File: src/rtl/sd_cmd_phy.sv
// SD CMD-line transceiver: sends a 48-bit command frame, then receives and checks a
// 48- or 136-bit response. Define SD_CMD_CRC7_EN to build the CRC7 generator and checkers.
module sd_cmd_phy #(
   parameter int TIMEOUT_CYCLES = 64,
   parameter int NCC            = 8
) (
   input  logic         clk_SD,
   input  logic         reset_host,
   input  logic         cmd_start,
   input  logic [5:0]   cmd_index,
   input  logic [31:0]  cmd_argument,
   input  logic [1:0]   resp_type,
   output logic         busy,
   output logic         cmd_complete,
   output logic [127:0] response,
   output logic [5:0]   resp_index,
   output logic         timeout_error,
   output logic         crc_error,
   output logic         index_error,
   output logic         end_bit_error,
   output logic         CMD_PIN_OUT,
   output logic         IO_enable_pin,
   input  logic         CMD_PIN_IN
);

   typedef enum logic [2:0] {IDLE, SEND, WAIT_START, RECV, GAP, DONE} state_t;

   // One counter serves every timed state, so it is sized for the longest of them.
   localparam int CNT_MAX = (TIMEOUT_CYCLES > 136) ?
                            ((TIMEOUT_CYCLES > NCC) ? TIMEOUT_CYCLES : NCC) :
                            ((NCC > 136) ? NCC : 136);
   localparam int CW = $clog2(CNT_MAX);

   state_t         state_q, state_d;
   logic [CW-1:0]  cnt_q;
   logic [47:0]    tx_sr;
   logic [133:0]   rx_sr;
   logic [134:0]   rx_next;
   logic [5:0]     idx_q;
   logic [1:0]     type_q;
   logic [39:0]    tx_head;
   logic [6:0]     tx_crc;
   logic           accept, is_long, start_seen, wait_expired, rx_last, gap_done;

   assign accept       = (state_q == IDLE) && cmd_start;
   assign is_long      = (type_q == 2'd2);
   assign start_seen   = (state_q == WAIT_START) && !CMD_PIN_IN;
   assign wait_expired = (cnt_q == CW'(TIMEOUT_CYCLES - 1));
   assign gap_done     = (cnt_q == CW'(NCC - 1));
   assign rx_last      = (state_q == RECV) && (cnt_q == (is_long ? CW'(134) : CW'(46)));
   // Frame bits 134:0 with the bit now on the line in position 0; start bit is implied 0.
   assign rx_next      = {rx_sr, CMD_PIN_IN};
   assign tx_head      = {2'b01, cmd_index, cmd_argument};

`ifdef SD_CMD_CRC7_EN
   // CRC7 (x^7+x^3+1), MSB first; leading zeros leave a zero-seeded CRC untouched.
   function automatic logic [6:0] crc7(input logic [119:0] data);
      logic [6:0] c;
      logic       fb;
      c = 7'h00;
      for (int i = 119; i >= 0; i--) begin
         fb = data[i] ^ c[6];
         c  = {c[5:0], 1'b0} ^ (fb ? 7'h09 : 7'h00);
      end
      return c;
   endfunction

   logic crc_hit;
   assign tx_crc  = crc7({80'd0, tx_head});
   assign crc_hit = is_long ? (crc7(rx_next[127:8]) != rx_next[7:1])
                            : ((type_q == 2'd1) && (crc7({80'd0, rx_next[47:8]}) != rx_next[7:1]));

   always_ff @(posedge clk_SD) begin
      if (reset_host)   crc_error <= 1'b0;
      else if (accept)  crc_error <= 1'b0;
      else if (rx_last) crc_error <= crc_hit;
   end
`else
   assign tx_crc    = 7'h00;
   assign crc_error = 1'b0;
`endif

   // NOTE: sequential state uses non-blocking assignments so every register samples pre-edge values.
   always_ff @(posedge clk_SD) begin
      if (reset_host) state_q <= IDLE;
      else            state_q <= state_d;
   end

   // NOTE: state_d gets a default before the case so no path leaves it unassigned (no latch).
   always_comb begin
      state_d = state_q;
      case (state_q)
         IDLE:       if (cmd_start) state_d = SEND;
         SEND:       if (cnt_q == CW'(47)) state_d = (type_q == 2'd0) ? GAP : WAIT_START;
         WAIT_START: if (!CMD_PIN_IN) state_d = RECV;
                     else if (wait_expired) state_d = DONE;
         RECV:       if (rx_last) state_d = DONE;
         GAP:        if (gap_done) state_d = DONE;
         DONE:       state_d = IDLE;
         default:    state_d = IDLE;
      endcase
   end

   always_comb begin
      busy          = (state_q != IDLE);
      cmd_complete  = (state_q == DONE);
      IO_enable_pin = (state_q == SEND);
      CMD_PIN_OUT   = (state_q == SEND) ? tx_sr[47] : 1'b1;
   end

   always_ff @(posedge clk_SD) begin
      if (reset_host) begin
         cnt_q         <= '0;
         idx_q         <= '0;
         type_q        <= '0;
         response      <= '0;
         resp_index    <= '0;
         timeout_error <= 1'b0;
         index_error   <= 1'b0;
         end_bit_error <= 1'b0;
      end else begin
         cnt_q <= ((state_q == IDLE) || (state_d != state_q)) ? '0 : cnt_q + 1'b1;
         if (accept) begin
            idx_q         <= cmd_index;
            type_q        <= resp_type;
            response      <= '0;
            resp_index    <= '0;
            timeout_error <= 1'b0;
            index_error   <= 1'b0;
            end_bit_error <= 1'b0;
         end
         if ((state_q == WAIT_START) && CMD_PIN_IN && wait_expired) timeout_error <= 1'b1;
         if (rx_last) begin
            end_bit_error <= ~rx_next[0];
            if (is_long) begin
               response    <= rx_next[127:0];
               resp_index  <= 6'h3F;
               index_error <= rx_next[134] | (rx_next[133:128] != 6'h3F);
            end else begin
               response    <= {96'd0, rx_next[39:8]};
               resp_index  <= rx_next[45:40];
               index_error <= rx_next[46] | ((type_q == 2'd1) && (rx_next[45:40] != idx_q));
            end
         end
      end
   end

   // NOTE: the shift registers carry no reset; each is loaded before any of its bits is used.
   always_ff @(posedge clk_SD) begin
      if (accept)                tx_sr <= {tx_head, tx_crc, 1'b1};
      else if (state_q == SEND)  tx_sr <= {tx_sr[46:0], 1'b1};
      if (start_seen)            rx_sr <= '0;
      else if (state_q == RECV)  rx_sr <= {rx_sr[132:0], CMD_PIN_IN};
   end

endmodule

File: config.mk
export PLATFORM = sky130hd
export DESIGN_NAME = sd_cmd_phy
export DESIGN_NICKNAME = d
export VERILOG_FILES = /design/src/rtl/sd_cmd_phy.sv
export SDC_FILE = /design/constraint.sdc
export NUM_CORES = 1
export LEC_CHECK = 0
export ABC_AREA = 0
export ABC_CLOCK_PERIOD_IN_PS = 2300
export CAP_MARGIN = 20
export CORE_ASPECT_RATIO = 0.6
export CORE_MARGIN = 3
export CORE_UTILIZATION = 25
export DETAILED_ROUTE_END_ITERATION = 7
export PLACE_DENSITY = 0.43
export SKIP_LAST_GASP = 1
export SLEW_MARGIN = 10
export SYNTH_ARGS = -nofsm -noshare
export SYNTH_HDL_FRONTEND = slang
export SYNTH_SLANG_ARGS = --single-unit
export TNS_END_PERCENT = 10
File: constraint.sdc
create_clock -name clk_SD -period 2.3 [get_ports clk_SD]
set_input_delay 0.23 -clock clk_SD [delete_from_list [all_inputs] [get_ports clk_SD]]
set_output_delay 0.23 -clock clk_SD [all_outputs]
set_load 0.01 [all_outputs]
==> results of run 1 <==
timing repair:
action / in CTS / in global routing
resized for setup: 3 / 1
setup buffers: 1 / 0
endpoints found under the setup margin: 2 / 3
per-layer routing:
metal | vias up | global-route usage | wire, um
met1 | 4243 | 0.196 | 17200
met2 | 159 | 0.180 | 13500
met5 | - | 0 | 0
li1 | 4405 | - | -
met3 | 35 | 0.0285 | 1570
met4 | 0 | 0.0294 | 478
per-stage QoR:
step / cell area [um2] / power [W] / cells / hold slack, ns / setup slack [ns]
3_3_place_gp: 14300 / 0.00698 / 1869 / 0.437 / 0.113
6_report: 15400 / 0.0124 / 1933 / 0.152 / 0.0671
2_1_floorplan: 11700 / 0.00672 / 1126 / 0.366 / 0.0167
4_1_cts: 15400 / 0.0126 / 1933 / 0.116 / 0.0145
3_5_place_dp: 14300 / 0.00698 / 1869 / 0.442 / 0.155
5_1_grt: 15400 / 0.0129 / 1933 / 0.148 / -0.0218
cell type report:
cell class / count / share of cell area
multi-input combinational: 689 / 0.273
clock buffer: 50 / 0.0644
timing repair buffer: 218 / 0.142
sequential: 337 / 0.462
inverter: 6 / 0.00146
tap: 620 / 0.0502
clock inverter: 13 / 0.00713
synth_stat cells, types with 2 or more instances:
master,instances,area (um2)
or3_1,3,18.8
edfxtp_1,38,1140
xnor2_1,4,35.0
nor3_1,7,35.0
nand4_1,4,25.0
nor2b_1,6,37.5
buf_2,19,95.1
and3_1,3,18.8
buf_1,4,15.0
nor4_1,2,12.5
o21ai_0,3,15.0
nor2_1,60,225
nand2b_1,5,31.3
a21oi_1,96,480
a211oi_1,7,52.6
a22o_1,222,1940
clkbuf_1,65,244
nand3_1,5,25.0
a31oi_1,33,206
dfxtp_1,299,5990
xor2_1,8,70.1
inv_1,5,18.8
or3b_1,2,17.5
ha_1,2,25.0
buf_4,6,45.0
nor3b_1,2,15.0
nand2_1,199,747
cells in the final DEF (no fill, tap or decap), types with 8 or more instances in the layout:
cell and instances:
a22o_1 222, a21oi_1 96, nand2_1 197, buf_4 26, clkbuf_1 9, clkbuf_16 36
nor2_1 59, edfxtp_1 38, a31oi_1 33, clkdlybuf4s50_1 182, dfxtp_1 298, xor2_1 8
buf_12 8
flip-flops by register name (all words and copies together), names as in the netlist:
signal         cells
end_bit_error      1
tx_sr             47
resp_index         6
response         128
state_q            3
index_error        1
rx_sr            134
type_q             2
idx_q              6
cnt_q              8
timeout_error      1
worst max path at each step:
stage                     depth (start not counted)                         to              startpoint
final                                             4              IO_enable_pin   state_q[0]$_SDFF_PP0_
after global routing                              7  response[12]$_SDFFE_PP0P_  type_q[0]$_SDFFE_PP0P_
after CTS                                         5                CMD_PIN_OUT   state_q[0]$_SDFF_PP0_
after detailed placement                          7  response[12]$_SDFFE_PP0P_  type_q[0]$_SDFFE_PP0P_
after global placement                            7  response[12]$_SDFFE_PP0P_  type_q[0]$_SDFFE_PP0P_
after floorplan                                   4        tx_sr[10]$_DFFE_PP_   state_q[0]$_SDFF_PP0_
critical path, stage by stage (launching register included):
cell	delay, ns
dfxtp_4	0.38
inv_2	0.07
or3_1	0.38
inv_2	0.10
clkdlybuf4s50_1	0.54
logic make-up after synthesis:
logic type                 Yosys count  synth area share
adders and majority gates            2           0.00213
buffers and inverters              100            0.0360
and+or+nand+nor                    305             0.109
DFF                                337             0.608
xor gates and xnor gates            12           0.00896
AOI/OAI and AO/OA                  369             0.236
other                                1          0.000320
power by group through the flow:
stage                     Clock (W)  Sequential (W)  Combinational [W]
final                       0.00554         0.00628           0.000571
after global routing        0.00600         0.00630           0.000636
after CTS                   0.00579         0.00628           0.000579
after detailed placement          0         0.00641           0.000572
after global placement            0         0.00640           0.000572
after floorplan                   0         0.00637           0.000351
==> metrics.csv, run 1 <==
stage;metric;value;unit
run_status;status;finished clean;
route;drt_first_iter_violations;561;
clocking;cts_sinks;337;
logic_synthesis;avgSynthCellArea;10.4;um2
critical_path;path_max_fanout;8;
power;peakVddDrop;358;uV
critical_path;start_kind;register;
timing;setup_viol;0;
timing;setup_tns;0;ns
layout;post-route-util;0.339;
layout;drive_above_1_share;0.0762;
placement;io_buffer_count;184;
layout;fillers;4634;
power;clkPwrFrac;0.447;
logic_synthesis;synth_nets;1172;
clocking;clockBufferDepth;3;
power;power_density;803;mW/mm2
min_path;hold_depth;2;
clocking;htree_levels;2;
timing;finalHoldViolCount;0;
min_path;hp-start;reset_host;
route;dr.pass1.iters;4;
power;intPower;0.00955;W
floorplanning;die_area;0.0496;mm2
floorplanning;start_util;0.257;
timing;worst_slew_margin_rel;0.524;
global_route;grt_antenna_before_repair;0;
global_route;track_usage;0.128;
global_route;grt_max_degree;127;
critical_path;worstPathArrival;2.00;ns
route;drc;0;
global_route;grt_pass1_wl;51200;um
critical_path;end_kind;primary output;
route;drt-total-wl;32700;um
clocking;clkTransAtPathRegs;0.06;ns
clocking;tritoncts;done;
timing;min_period;2.23;ns
power;p_switching;0.00284;W
timing;period_share;0.971;
power;p_leak;5.65;nW
min_path;min_to;end_bit_error$_SDFFE_PP0P_;
timing;max_freq;448;MHz
placement;dp_hpwl;21400;um
power;power_frac_comb;0.046;
route;vias;8842;
floorplanning;ioPinCount;186;
floorplanning;core;0.0456;mm2
route;antenna_left;0;
global_route;overflow;0;
timing;tightestPinTransition;0.714;ns
logic_synthesis;ys.flop_type;dfxtp_1;
critical_path;reg2reg_setup_slack;0.12;ns
route;avgViaCountPerCell;4.57;
flow_run;maxCapViolCount;0;
logic_synthesis;synth_edf_count;38;
logic_synthesis;synth_area;0.0117;mm2
layout;regArea;0.00713;mm2
clocking;cts_hold_buf;0;
critical_path;reg2regPathDepth;7;
timing;skew;0.0115;ns
global_route;grt_pass1_vias;8383;
clocking;insertion_delay;0.52;ns
route;post_drt_wl_per_cell;16.9;um
placement;gp_congestion;0.749;
logic_synthesis;syn_inst;1126;
layout;fin_nets;1333;
floorplanning;die_x;286;um
floorplanning;die_h;174;um
logic_synthesis;ys_seq_area_frac;0.608;
clocking;cts_root_buf;clkbuf_16;
logic_synthesis;synth_async_sr_flop_share;0;
logic_synthesis;synth-seq-cells;337;
floorplanning;rows;60;
timing;rsz0062_at_grt;true;
logic_synthesis;yosys_warnings;0;
critical_path;crit_type;reg2out;
logic_synthesis;synth.distinct_cells;44;
timing;slew_violations;0;
critical_path;r2r-start;type_q[0]$_SDFFE_PP0P_;
power;power.share.switching;0.229;
layout;area_growth;31.7;%
power;power_frac_seq;0.507;
clocking;cts_inserted_buffers;35;
critical_path;r2r_end;response[14]$_SDFFE_PP0P_;
layout;multi_input_area;0.00421;mm2
min_path;hold_class;in2reg;
critical_path;crit_required;2.07;ns
layout;diodes;0;
(Power assumes the default switching activity.)
==> run 2: changes to the inputs <==
Settings changed: HOLD_SLACK_MARGIN from default to 0.15.
==> metrics.csv, run 2 (synthesis gave the netlist of run 1 again) <==
stage;metric;value;unit
placement;io_buffer_count;184;
floorplanning;rows;60;
global_route;grt_max_degree;127;
power;p_leak;5.66;nW
timing;worst_slew_margin_rel;0.538;
layout;layout_common_cells;dfxtp_1 (298), a22o_1 (222), nand2_1 (197);
global_route;globalRoute.busiestLayer;met1;
clocking;clkTransAtPathRegs;0.06;ns
route;drt_first_iter_violations;551;
route;dr.pass1.iters;5;
layout;top_regs;rx_sr: 134 flops, response: 128 flops, tx_sr: 47 flops;
power;peakVddDrop;359;uV
layout;finalNonFillerCells;1934;
layout;largest_register_ffs;134;
global_route;use_met1;0.196;
global_route;track_usage;0.128;
critical_path;crit_top_cell;inv_2;
global_route;grt_pass1_vias;8388;
power;power_density;803;mW/mm2
critical_path;crit_buf_inv;3;
placement;placed_area;0.0143;mm2
floorplanning;ioPinCount;186;
timing;max_freq;448;MHz
critical_path;critical-path-slowest-cell;clkdlybuf4s50_1;
clocking;htree_levels;2;
floorplanning;die_x;286;um
floorplanning;start_util;0.257;
timing;min_period;2.23;ns
floorplanning;die_area;0.0496;mm2
run_status;status;finished clean;
layout;layout_commonest_cell;dfxtp_1;
critical_path;max_stage_delay;0.54;ns
route;drc;0;
timing;period_share;0.971;
route;post_drt_wl_per_cell;16.9;um
flow_run;maxCapViolCount;0;
route;drt-total-wl;32700;um
critical_path;reg2reg_setup_slack;0.11;ns
critical_path;end_kind;primary output;
critical_path;crit_required;2.07;ns
global_route;grt_antenna_before_repair;0;
clocking;clockBufferDepth;3;
clocking;cts_root_buf;clkbuf_16;
timing;setup_viol;0;
layout;fillers;4633;
route;vias;8828;
layout;diodes;0;
layout;area_growth;31.8;%
critical_path;crit_type;reg2out;
route;antenna_left;0;
clocking;tritoncts;done;
timing;rsz0062_at_grt;true;
placement;dp_slack;0.155;ns
global_route;grt_util_met3;0.0283;
critical_path;start_kind;register;
layout;top_register;rx_sr;
placement;gp_congestion;0.749;
global_route;grt_pass1_wl;51200;um
route;avgViaCountPerCell;4.56;
clocking;insertion_delay;0.52;ns
timing;finalHoldViolCount;0;
layout;drive_above_1_share;0.0761;
power;total_power;0.0124;W
global_route;overflow;0;
layout;fin_area;0.0155;mm2
placement;dp_hpwl;21400;um
clocking;cts_sinks;337;
critical_path;worstPathArrival;2.00;ns
clocking;cts_inserted_buffers;35;
min_path;hold_class;in2reg;
timing;slew_violations;0;
critical_path;crit_family;buffers and inverters;
timing;tightestPinTransition;0.693;ns
placement;dp_cells;1869;
floorplanning;die_h;174;um
timing;setup_slack;0.0669;ns
critical_path;crit_chain;inv_2, or3_1, inv_2, clkdlybuf4s50_1;
floorplanning;core;0.0456;mm2
layout;regArea;0.00713;mm2
global_route;grt_util_met2;0.180;
layout;multi_input_area;0.00421;mm2
critical_path;path_max_fanout;8;
timing;skew;0.0109;ns
layout;fin_nets;1334;
==> run 2: worst paths after layout <==
path | from | end | depth (start not counted)
setup / recovery | state_q[0]$_SDFF_PP0_ | IO_enable_pin | 4
hold / removal | resp_type[0] | type_q[0]$_SDFFE_PP0P_ | 3
setup reg to reg | type_q[0]$_SDFFE_PP0P_ | response[14]$_SDFFE_PP0P_ | 7
hold reg to reg | tx_sr[3]$_SDFFE_PP0P_ | tx_sr[4]$_SDFFE_PP0P_ | 2
==> run 2: report_power, final <==
group          total, W  switching (W)  internal (W)
Sequential      0.00628       0.000122       0.00616
Combinational  0.000572       0.000330      0.000242
Clock           0.00555        0.00240       0.00316
==> run 2: metrics by stage <==
stage           util  hold slack [ns]  setup TNS [ns]
6_report       0.339            0.265               0
5_1_grt        0.339            0.281         -0.0412
4_1_cts        0.339            0.233               0
3_5_place_dp   0.314            0.442               0
3_3_place_gp   0.314            0.437               0
2_1_floorplan      -            0.366               0
==> run 2: area by class of cell <==
cell class	instances	share of cell area
clock inverter	13	0.00713
inverter	6	0.00146
clock buffer	50	0.0644
sequential	337	0.461
tap	620	0.0502
timing repair buffer	219	0.143
multi-input combinational	689	0.273
==> run 2: what timing repair did <==
item                                    4_1_cts  5_1_grt
hold buffers                                  1        0
buffers inserted                              1        0
gates resized for setup                       3        1
hold endpoints to repair                      4        0
endpoints found under the setup margin        2        3
==> run 2: routing by layer <==
| layer | wire (um) | share of wire |
|---|---|---|
| met4 | 495 | 0.015 |
| met5 | 0 | 0 |
| met1 | 17100 | 0.52 |
| met2 | 13500 | 0.41 |
| met3 | 1590 | 0.049 |
==> run 2: tightest hold or removal path, cell delays in order <==
cell and delay [ns]:
clkdlybuf4s50_1 0.39, nand2_1 0.06, a21oi_1 0.05
